## src/rtl/dcache_pkg.sv

```systemverilog
// Shared constants, FSM state type and address-field helpers for the L1 data cache.
package dcache_pkg;
   localparam int ADDR_W = 32;
   localparam int LINE_W = 256;
   localparam int IDX_W  = 5;
   localparam int OFF_W  = 5;
   localparam int TAG_W  = ADDR_W - IDX_W - OFF_W;
   localparam int LINES  = 1 << IDX_W;

   typedef enum logic [1:0] {IDLE, WRITEBACK, REFILL, FILL} state_t;

   function automatic logic [TAG_W-1:0] addr_tag(input logic [ADDR_W-1:0] a);
      return a[ADDR_W-1 -: TAG_W];
   endfunction

   function automatic logic [IDX_W-1:0] addr_idx(input logic [ADDR_W-1:0] a);
      return a[OFF_W +: IDX_W];
   endfunction

   function automatic logic [2:0] addr_word(input logic [ADDR_W-1:0] a);
      return a[4:2];
   endfunction

   // Replace one 32-bit word of a line, leaving the other seven untouched.
   function automatic logic [LINE_W-1:0] word_merge(input logic [LINE_W-1:0] line,
                                                    input logic [2:0]        sel,
                                                    input logic [31:0]       data);
      logic [LINE_W-1:0] r;
      r = line;
      r[32*sel +: 32] = data;
      return r;
   endfunction
endpackage

```

## src/rtl/dcache_tag_store.sv

```systemverilog
// Per-line valid/dirty/tag flops: one combinational read port, one write port.
module dcache_tag_store
   import dcache_pkg::*;
(
   input  logic             clk_i,
   input  logic             rst_i,
   input  logic [IDX_W-1:0] rd_idx,
   output logic             rd_valid,
   output logic             rd_dirty,
   output logic [TAG_W-1:0] rd_tag,
   input  logic             wr_en,
   input  logic [IDX_W-1:0] wr_idx,
   input  logic             wr_dirty,
   input  logic [TAG_W-1:0] wr_tag
);
   logic [LINES-1:0]            valid_q;
   logic [LINES-1:0]            dirty_q;
   logic [LINES-1:0][TAG_W-1:0] tag_q;

   always_ff @(posedge clk_i or negedge rst_i) begin
      if (!rst_i) begin
         valid_q <= '0;
         dirty_q <= '0;
         tag_q   <= '0;
      end else if (wr_en) begin
         valid_q[wr_idx] <= 1'b1;
         dirty_q[wr_idx] <= wr_dirty;
         tag_q[wr_idx]   <= wr_tag;
      end
   end

   assign rd_valid = valid_q[rd_idx];
   assign rd_dirty = dirty_q[rd_idx];
   assign rd_tag   = tag_q[rd_idx];
endmodule

```

## src/rtl/dcache_controller.sv

```systemverilog
// Direct-mapped write-back/write-allocate L1 D-cache controller: hit path, victim
// write-back, line refill, and replay of the stalled CPU access.
module dcache_controller
   import dcache_pkg::*;
(
   input  logic              clk_i,
   input  logic              rst_i,
   input  logic              p1_req_i,
   input  logic              p1_write_i,
   input  logic [ADDR_W-1:0] p1_addr_i,
   input  logic [31:0]       p1_data_i,
   output logic [31:0]       p1_data_o,
   output logic              p1_stall_o,
   output logic [IDX_W-1:0]  sram_addr_o,
   output logic [LINE_W-1:0] sram_data_o,
   output logic              sram_enable_o,
   output logic              sram_write_o,
   input  logic [LINE_W-1:0] sram_data_i,
   output logic              mem_enable_o,
   output logic              mem_write_o,
   output logic [ADDR_W-1:0] mem_addr_o,
   output logic [LINE_W-1:0] mem_data_o,
   input  logic [LINE_W-1:0] mem_data_i,
   input  logic              mem_ack_i
);
   state_t            state, state_nxt;
   logic [ADDR_W-1:0] miss_addr;
   logic [LINE_W-1:0] fill_line;
   logic [IDX_W-1:0]  cur_idx;
   logic              tag_valid, tag_dirty;
   logic [TAG_W-1:0]  tag_rd;
   logic              hit;
   logic              tw_en, tw_dirty;
   logic [TAG_W-1:0]  tw_tag;

   // Outside IDLE every lookup uses the latched miss address, never the live CPU port.
   assign cur_idx = (state == IDLE) ? addr_idx(p1_addr_i) : addr_idx(miss_addr);
   assign hit     = p1_req_i && (state == IDLE) && tag_valid && (tag_rd == addr_tag(p1_addr_i));

   dcache_tag_store u_tags (
      .clk_i    (clk_i),
      .rst_i    (rst_i),
      .rd_idx   (cur_idx),
      .rd_valid (tag_valid),
      .rd_dirty (tag_dirty),
      .rd_tag   (tag_rd),
      .wr_en    (tw_en),
      .wr_idx   (cur_idx),
      .wr_dirty (tw_dirty),
      .wr_tag   (tw_tag)
   );

   always_ff @(posedge clk_i or negedge rst_i) begin
      if (!rst_i) begin
         state     <= IDLE;
         miss_addr <= '0;
         fill_line <= '0;
      end else begin
         state <= state_nxt;
         if (state == IDLE && state_nxt != IDLE) miss_addr <= p1_addr_i;
         if (state == REFILL && mem_ack_i)       fill_line <= mem_data_i;
      end
   end

   always_comb begin
      state_nxt     = state;
      p1_stall_o    = 1'b0;
      p1_data_o     = '0;
      sram_addr_o   = '0;
      sram_data_o   = '0;
      sram_enable_o = 1'b0;
      sram_write_o  = 1'b0;
      mem_enable_o  = 1'b0;
      mem_write_o   = 1'b0;
      mem_addr_o    = '0;
      mem_data_o    = '0;
      tw_en         = 1'b0;
      tw_dirty      = 1'b0;
      tw_tag        = '0;
      case (state)
         IDLE: begin
            if (p1_req_i) begin
               sram_enable_o = 1'b1;
               sram_addr_o   = cur_idx;
               if (hit) begin
                  if (p1_write_i) begin
                     sram_write_o = 1'b1;
                     sram_data_o  = word_merge(sram_data_i, addr_word(p1_addr_i), p1_data_i);
                     tw_en        = 1'b1;
                     tw_dirty     = 1'b1;
                     tw_tag       = tag_rd;
                  end else begin
                     p1_data_o = sram_data_i[32*addr_word(p1_addr_i) +: 32];
                  end
               end else begin
                  p1_stall_o = 1'b1;
                  state_nxt  = (tag_valid && tag_dirty) ? WRITEBACK : REFILL;
               end
            end
         end
         WRITEBACK: begin
            p1_stall_o    = p1_req_i;
            sram_enable_o = 1'b1;
            sram_addr_o   = cur_idx;
            mem_enable_o  = 1'b1;
            mem_write_o   = 1'b1;
            mem_addr_o    = {tag_rd, cur_idx, 5'b0};
            mem_data_o    = sram_data_i;
            if (mem_ack_i) state_nxt = REFILL;
         end
         REFILL: begin
            p1_stall_o   = p1_req_i;
            mem_enable_o = 1'b1;
            mem_addr_o   = {addr_tag(miss_addr), cur_idx, 5'b0};
            if (mem_ack_i) state_nxt = FILL;
         end
         FILL: begin
            p1_stall_o    = p1_req_i;
            sram_enable_o = 1'b1;
            sram_write_o  = 1'b1;
            sram_addr_o   = cur_idx;
            sram_data_o   = fill_line;
            tw_en         = 1'b1;
            tw_dirty      = 1'b0;
            tw_tag        = addr_tag(miss_addr);
            state_nxt     = IDLE;
         end
         default: state_nxt = IDLE;
      endcase
   end
endmodule

```

## config.mk

```make
export PLATFORM = sky130hd
export DESIGN_NAME = dcache_controller
export DESIGN_NICKNAME = d
export VERILOG_FILES = /design/src/rtl/dcache_pkg.sv /design/src/rtl/dcache_tag_store.sv /design/src/rtl/dcache_controller.sv
export SDC_FILE = /design/constraint.sdc
export NUM_CORES = 2
export LEC_CHECK = 0
export CAP_MARGIN = 40
export CORE_AREA = 2 2 458 460
export CTS_CLUSTER_SIZE = 12
export DETAILED_ROUTE_END_ITERATION = 10
export DIE_AREA = 0 0 460 462
export REMOVE_ABC_BUFFERS = 1
export SLEW_MARGIN = 10
export SYNTH_ARGS = -nofsm -noshare
export SYNTH_HDL_FRONTEND = slang
export SYNTH_HIERARCHICAL = 1
export SYNTH_SLANG_ARGS = --single-unit
```

## constraint.sdc

```tcl
create_clock -name clk_i -period 12.66 [get_ports clk_i]
set_input_delay 1.266 -clock clk_i [delete_from_list [all_inputs] [get_ports clk_i]]
set_output_delay 1.266 -clock clk_i [all_outputs]
set_load 0.05 [all_outputs]
```

Word-level counts from Yosys, hierarchy flattened --
Index checks and enable logic that the tools add are counted.
Cells by class: $add $sub $neg 1, multipliers 0, div/mod/pow operators 0, $lt $le $gt $ge 2, eq/ne operators 4, shift operators 3, mux-type cells 48, bitwise gates (word level) 1, reductions and logical operators 12
Operators by type and width (count):
- 256-bit 2-to-1 mux | 4
- 704-bit bitwise mux | 1
- 256-bit case mux with 2 select lines | 1
- 256-bit bitwise mux | 1
- 32-bit by 34-bit variable shift with 256-bit output (first input constant) | 1
- 256-bit by 9-bit variable part select with 32-bit output | 1
- 32-bit by 34-bit variable part select with 256-bit output | 1
- 32-bit 2-to-1 mux | 4
- 22-bit binary-select mux with 5-bit select | 1
- 22-bit demux with 5-bit select | 1
- 22-bit 2-to-1 mux | 5
- 32-bit case mux with 2 select lines | 1
- 22-bit case mux with 2 select lines | 1
- 8-bit negator with 34-bit output | 1
- 32-bit bitwise mux | 1
- 32-bit bitwise OR | 1
- 22-bit equality test | 1
- 1-bit 2-to-1 mux | 12
- 1-bit binary-select mux with 5-bit select | 2
- 2-bit 2-to-1 mux | 5
- 5-bit 2-to-1 mux | 2
- 5-bit case mux with 2 select lines | 1
- 2-bit case mux with 4 select lines | 1
- 1-bit logical AND | 7
- 10 further kinds | 14
Word-level totals: register bits 1058, latch bits 0, bits in writable memories 0, ROM bits 0, input port bits 581, output and inout port bits 586, logic and storage cells 108, memories kept 0

Longest topological paths before layout --
depth after elaboration 11, depth in mapped cells 25, gate-level depth less buffers 18

By module --
The synthesis kept the hierarchy.
Modules (own cells, without submodules):
- dcache_tag_store | times used 1, cells an instance 2599, area each 35609.2 um^2, seq. area each 19218.4 um^2
- dcache_controller | times used 1, cells an instance 2485, area each 21538.2 um^2, seq. area each 7131.8 um^2

Worst setup path after synthesis --
OpenSTA, ideal clock, no wires.
path type flip-flop to output port, start point register state[0], end point output port sram_data_o[0], arrival 5193 ps, required time 11394 ps, path slack 6201 ps, cell stages (with the launch flop) 19, buffers on the path 5, cells stage by stage dfrtp_1 -> inv_1 -> ha_1 -> buf_1 -> clkbuf_1 -> a21o_1 -> nor2b_1 -> clkbuf_1 -> clkbuf_1 -> a22o_1 -> nor3_1 -> a31oi_1 -> nand3_1 -> xor2_1 -> or4_4 -> nor3_4 -> nand4b_2 -> clkbuf_1 -> o21ai_0
On the way: word-level cells in the longest chain between the ends 9, elaborated cells between the ends (all ways) 14, classes of those cells eq/ne (2); mux (8); reduce/logical (4)
RTL lines:
- start, declared | RTL line dcache_controller.sv:26 | state_t state, state_nxt;
- start signal, assigned | RTL line dcache_controller.sv:59 | state <= state_nxt;
- 2-bit zero test | RTL line dcache_controller.sv:37 | assign cur_idx = (state == IDLE) ? addr_idx(p1_addr_i) : addr_idx(miss_addr);
- 5-bit 2-to-1 mux | RTL line dcache_controller.sv:37
- net cur_idx[0] | RTL line dcache_controller.sv:29 | logic [IDX_W-1:0] cur_idx;
- 22-bit binary-select mux with 5-bit select | RTL line dcache_tag_store.sv:34 | assign rd_tag = tag_q[rd_idx];
- 22-bit 2-to-1 mux (not written as such) | RTL line dcache_tag_store.sv:34
- net tag_rd[11] | RTL line dcache_controller.sv:31 | logic [TAG_W-1:0] tag_rd;
- 22-bit equality test | RTL line dcache_controller.sv:38 | assign hit = p1_req_i && (state == IDLE) && tag_valid && (tag_rd == addr_tag(p1_addr_i));
- 1-bit logical AND | RTL line dcache_controller.sv:38
- 256-bit 2-to-1 mux | RTL line dcache_controller.sv:85 | if (hit) begin
- 256-bit 2-to-1 mux | RTL line dcache_controller.sv:82 | if (p1_req_i) begin
- 256-bit case mux with 2 select lines | RTL line dcache_controller.sv:80 | case (state)
- end, declared | RTL line dcache_controller.sv:15 | output logic [LINE_W-1:0] sram_data_o,
The timed path passes the listed nets, and every way through them passes these cells. The select of a mux whose other input is x is not followed.

Final worst setup path --
start point register state[1], end point output port sram_data_o[159]
Same word-level chain as after synthesis.

==> impl_metrics.json <==
{
  "status": "complete, no violations",
  "cts_resized": 0,
  "path_clk_slew_ns": 0.06,
  "synth-edff-count": 0,
  "setup_violations": 0,
  "pin_count": 1167,
  "final_cell_mix": "clkdlybuf4s50_1 (1137), dfrtp_1 (1053), mux2_2 (945)",
  "dpl.hpwl_um": 281000,
  "synth_top_area_share_pct": 46.11,
  "yosys_most_used_dff": "dfrtp_1",
  "max-vdd-ir-drop_mv": 0.3013,
  "grt_pass1_wl_um": 463400,
  "crit_path_end_kind": "output pin",
  "final_nets": 6786,
  "synthTopCellsByArea": "dfrtp_1 (46%), mux2_2 (19%), mux2i_1 (7.3%)",
  "clock_latency_ns": 0.83,
  "period_share_pct": 81.23,
  "cts_max_level": 3,
  "powerDensity_mw_per_mm2": 217.5,
  "maxCapViolCount": 0,
  "relSlewSlack_pct": 26.24,
  "dpl.cell_count": 8771,
  "dr.pass1.iters": 8,
  "finalWorstSetupSlack_ns": 2.376,
  "grt_usage_pct": 32.89,
  "max_clock_freq_mhz": 97.24,
  "postCtsSetupRepairBufs": 0,
  "syn_to_final_growth_pct": 39.61,
  "core_area_mm2": 0.2081,
  "numClockSinks": 1053,
  "grt_overflow": 0,
  "clk_path_buf_depth": 3,
  "setup.worst_path.class": "reg2out",
  "worstPathArrival_ns": 9.02,
  "postLayoutCellArea_mm2": 0.07978,
  "synthesis.instances": 5084,
  "layout_commonest_cell": "clkdlybuf4s50_1",
  "dr.first_iter.drc_count": 5741,
  "avgViaCountPerCell": 5.410,
  "numCtsBuffers": 121,
  "drive_gt1_share_pct": 25.79,
  "cts_tree": "built",
  "wl_per_cell_um": 39.62,
  "grt_pass1_vias": 47210,
  "synth.distinct_cells": 64,
  "drt_wl_total_um": 360200,
  "synth_area_mm2": 0.05715,
  "via_count": 49170,
  "utilization_pct": 38.34,
  "timing.setup.tns_ns": 0,
  "num_rows": 168,
  "synth.yosys.seq_area_share_pct": 46.11,
  "antenna_left": 0,
  "cp_max_fo": 130,
  "rsz0062_at_grt": "no",
  "start_util_pct": 27.46,
  "cp-start-kind": "flip-flop",
  "final_cells": 9090,
  "die-area_mm2": 0.2125,
  "preCtsSetupSlack_ns": 3.042,
  "cts-root-buf": "clkbuf_16",
  "ys_ff_latch": 1053,
  "tightest_slew_ns": 1.106,
  "placed_area_mm2": 0.07501,
  "hold_buffers": 0,
  "yosysTopAreaCell": "dfrtp_1",
  "finalCriticalPeriod_ns": 10.28,
  "place.port_buffers": 1159,
  "worstPathRequired_ns": 11.39,
  "yosys_warnings": 6,
  "worst_clock_skew_ns": 0.1004,
  "hold_path.class": "reg2reg",
  "drv_slew": 0,
  "antenna_found_initial": 114,
  "leakage_nw": 35.13,
  "finalHoldViolCount": 0,
  "drc": 0,
  "async_flop_share_pct": 100.0,
  "die_x_um": 460,
  "grt_start_max_net_pins": 174,
  "syn_avg_cell_area_um2": 11.24,
  "dieHeight_um": 462,
  "gp_congestion": 1.027
}
power breakdown:
part	switching (W)	leakage [nW]	total [W]	internal (W)
Clock	0.00158	2.08	0.00381	0.00222
Sequential	0.000376	14.1	0.00440	0.00403
Combinational	0.00583	19.0	0.00914	0.00331
cells by family (layout without fill, tap and decap cells):
group                    after synthesis  in the layout  synth area share [%]
multiplexers                        1499           1499                 30.02
AND/OR/NAND/NOR                     1231           1231                 10.93
flip-flops                          1053           1053                 46.11
AO/OA/AOI/OAI                        794            794                 8.153
buffers and inverters                472           1677                 4.184
XOR/XNOR                              22             22                0.3372
adder cells (fa/ha/maj)               12             12                0.2627
other                                  1             82              0.006562
synth_stat cells, types with 25 or more instances:
master / n
mux4_2: 64
a31oi_1: 88
buf_6: 49
o21ai_1: 230
a22o_1: 70
a22oi_1: 94
nand2_1: 492
mux2i_1: 416
and3_1: 34
nor3_1: 25
mux2_2: 945
a21oi_1: 265
nor2b_1: 99
and2_1: 258
buf_2: 81
buf_4: 34
dfrtp_1: 1053
mux2_1: 54
o21ai_0: 29
clkbuf_1: 280
nor2_1: 139
nand3_1: 80
layout make-up:
type | instances | area (um2)
fill | 20270 | 128300
multi-input combinational | 3563 | 28640
sequential | 1053 | 26350
timing repair buffer | 1448 | 16870
clock buffer | 176 | 3485
tap | 2720 | 3403
clock inverter | 47 | 822.0
antenna | 77 | 192.7
inverter | 6 | 22.52
per-stage QoR:
step                      power [W]  hold slack (ns)
after floorplan             0.01020           0.4340
after global placement      0.01277           0.4481
after detailed placement    0.01339           0.4517
after CTS                   0.01725           0.4691
after global routing        0.01791           0.4784
final                       0.01736           0.4678
final timing paths:
kind	from	to	slack, ns	cells past startpoint
min in group asynchronous	rst_i	u_tags/tag_q[552]$_DFFE_PN0P_	0.48	1
worst min register to register	u_tags/valid_q[24]$_DFFE_PN0P_	u_tags/valid_q[24]$_DFFE_PN0P_	0.47	1
worst max-delay path	state[1]$_DFF_PN0_	sram_data_o[159]	2.38	15
worst max register to register	state[1]$_DFF_PN0_	u_tags/tag_q[459]$_DFFE_PN0P_	4.26	17
worst min-delay path	u_tags/valid_q[24]$_DFFE_PN0P_	u_tags/valid_q[24]$_DFFE_PN0P_	0.47	1
max in group asynchronous	rst_i	fill_line[164]$_DFFE_PN0P_	9.76	3
worst max-delay path: stages (launching register included):
cell,delay (ns)
dfrtp_1,0.47
inv_1,0.24
ha_1,0.74
a21o_1,0.62
nor2b_4,0.64
buf_4,0.56
a22oi_1,0.18
a31oi_1,0.33
nand3_1,0.22
xnor2_1,0.60
nand4_1,0.33
nor3_4,0.36
nand4b_4,0.33
buf_12,0.35
o21ai_1,0.81
clkdlybuf4s50_1,1.16
state kept, by name, indices dropped and copies added, names as in the netlist:
name,count
miss_addr,27
fill_line,256
state,2
u_tags/valid_q,32
u_tags/dirty_q,32
u_tags/tag_q,704
metal layers:
| metal | part of all wire [%] | routed length [um] | vias to the layer above | GRT usage, % |
|---|---|---|---|---|
| li1 | - | - | 20270 | - |
| met1 | 40 | 145000 | 25670 | 41.45 |
| met2 | 41 | 148900 | 2623 | 45.86 |
| met3 | 12 | 42810 | 570 | 14.63 |
| met4 | 6.4 | 23020 | 36 | 19.78 |
| met5 | 0.11 | 413 | - | 0 |
No activity file was read; power rests on OpenSTA's default activity.
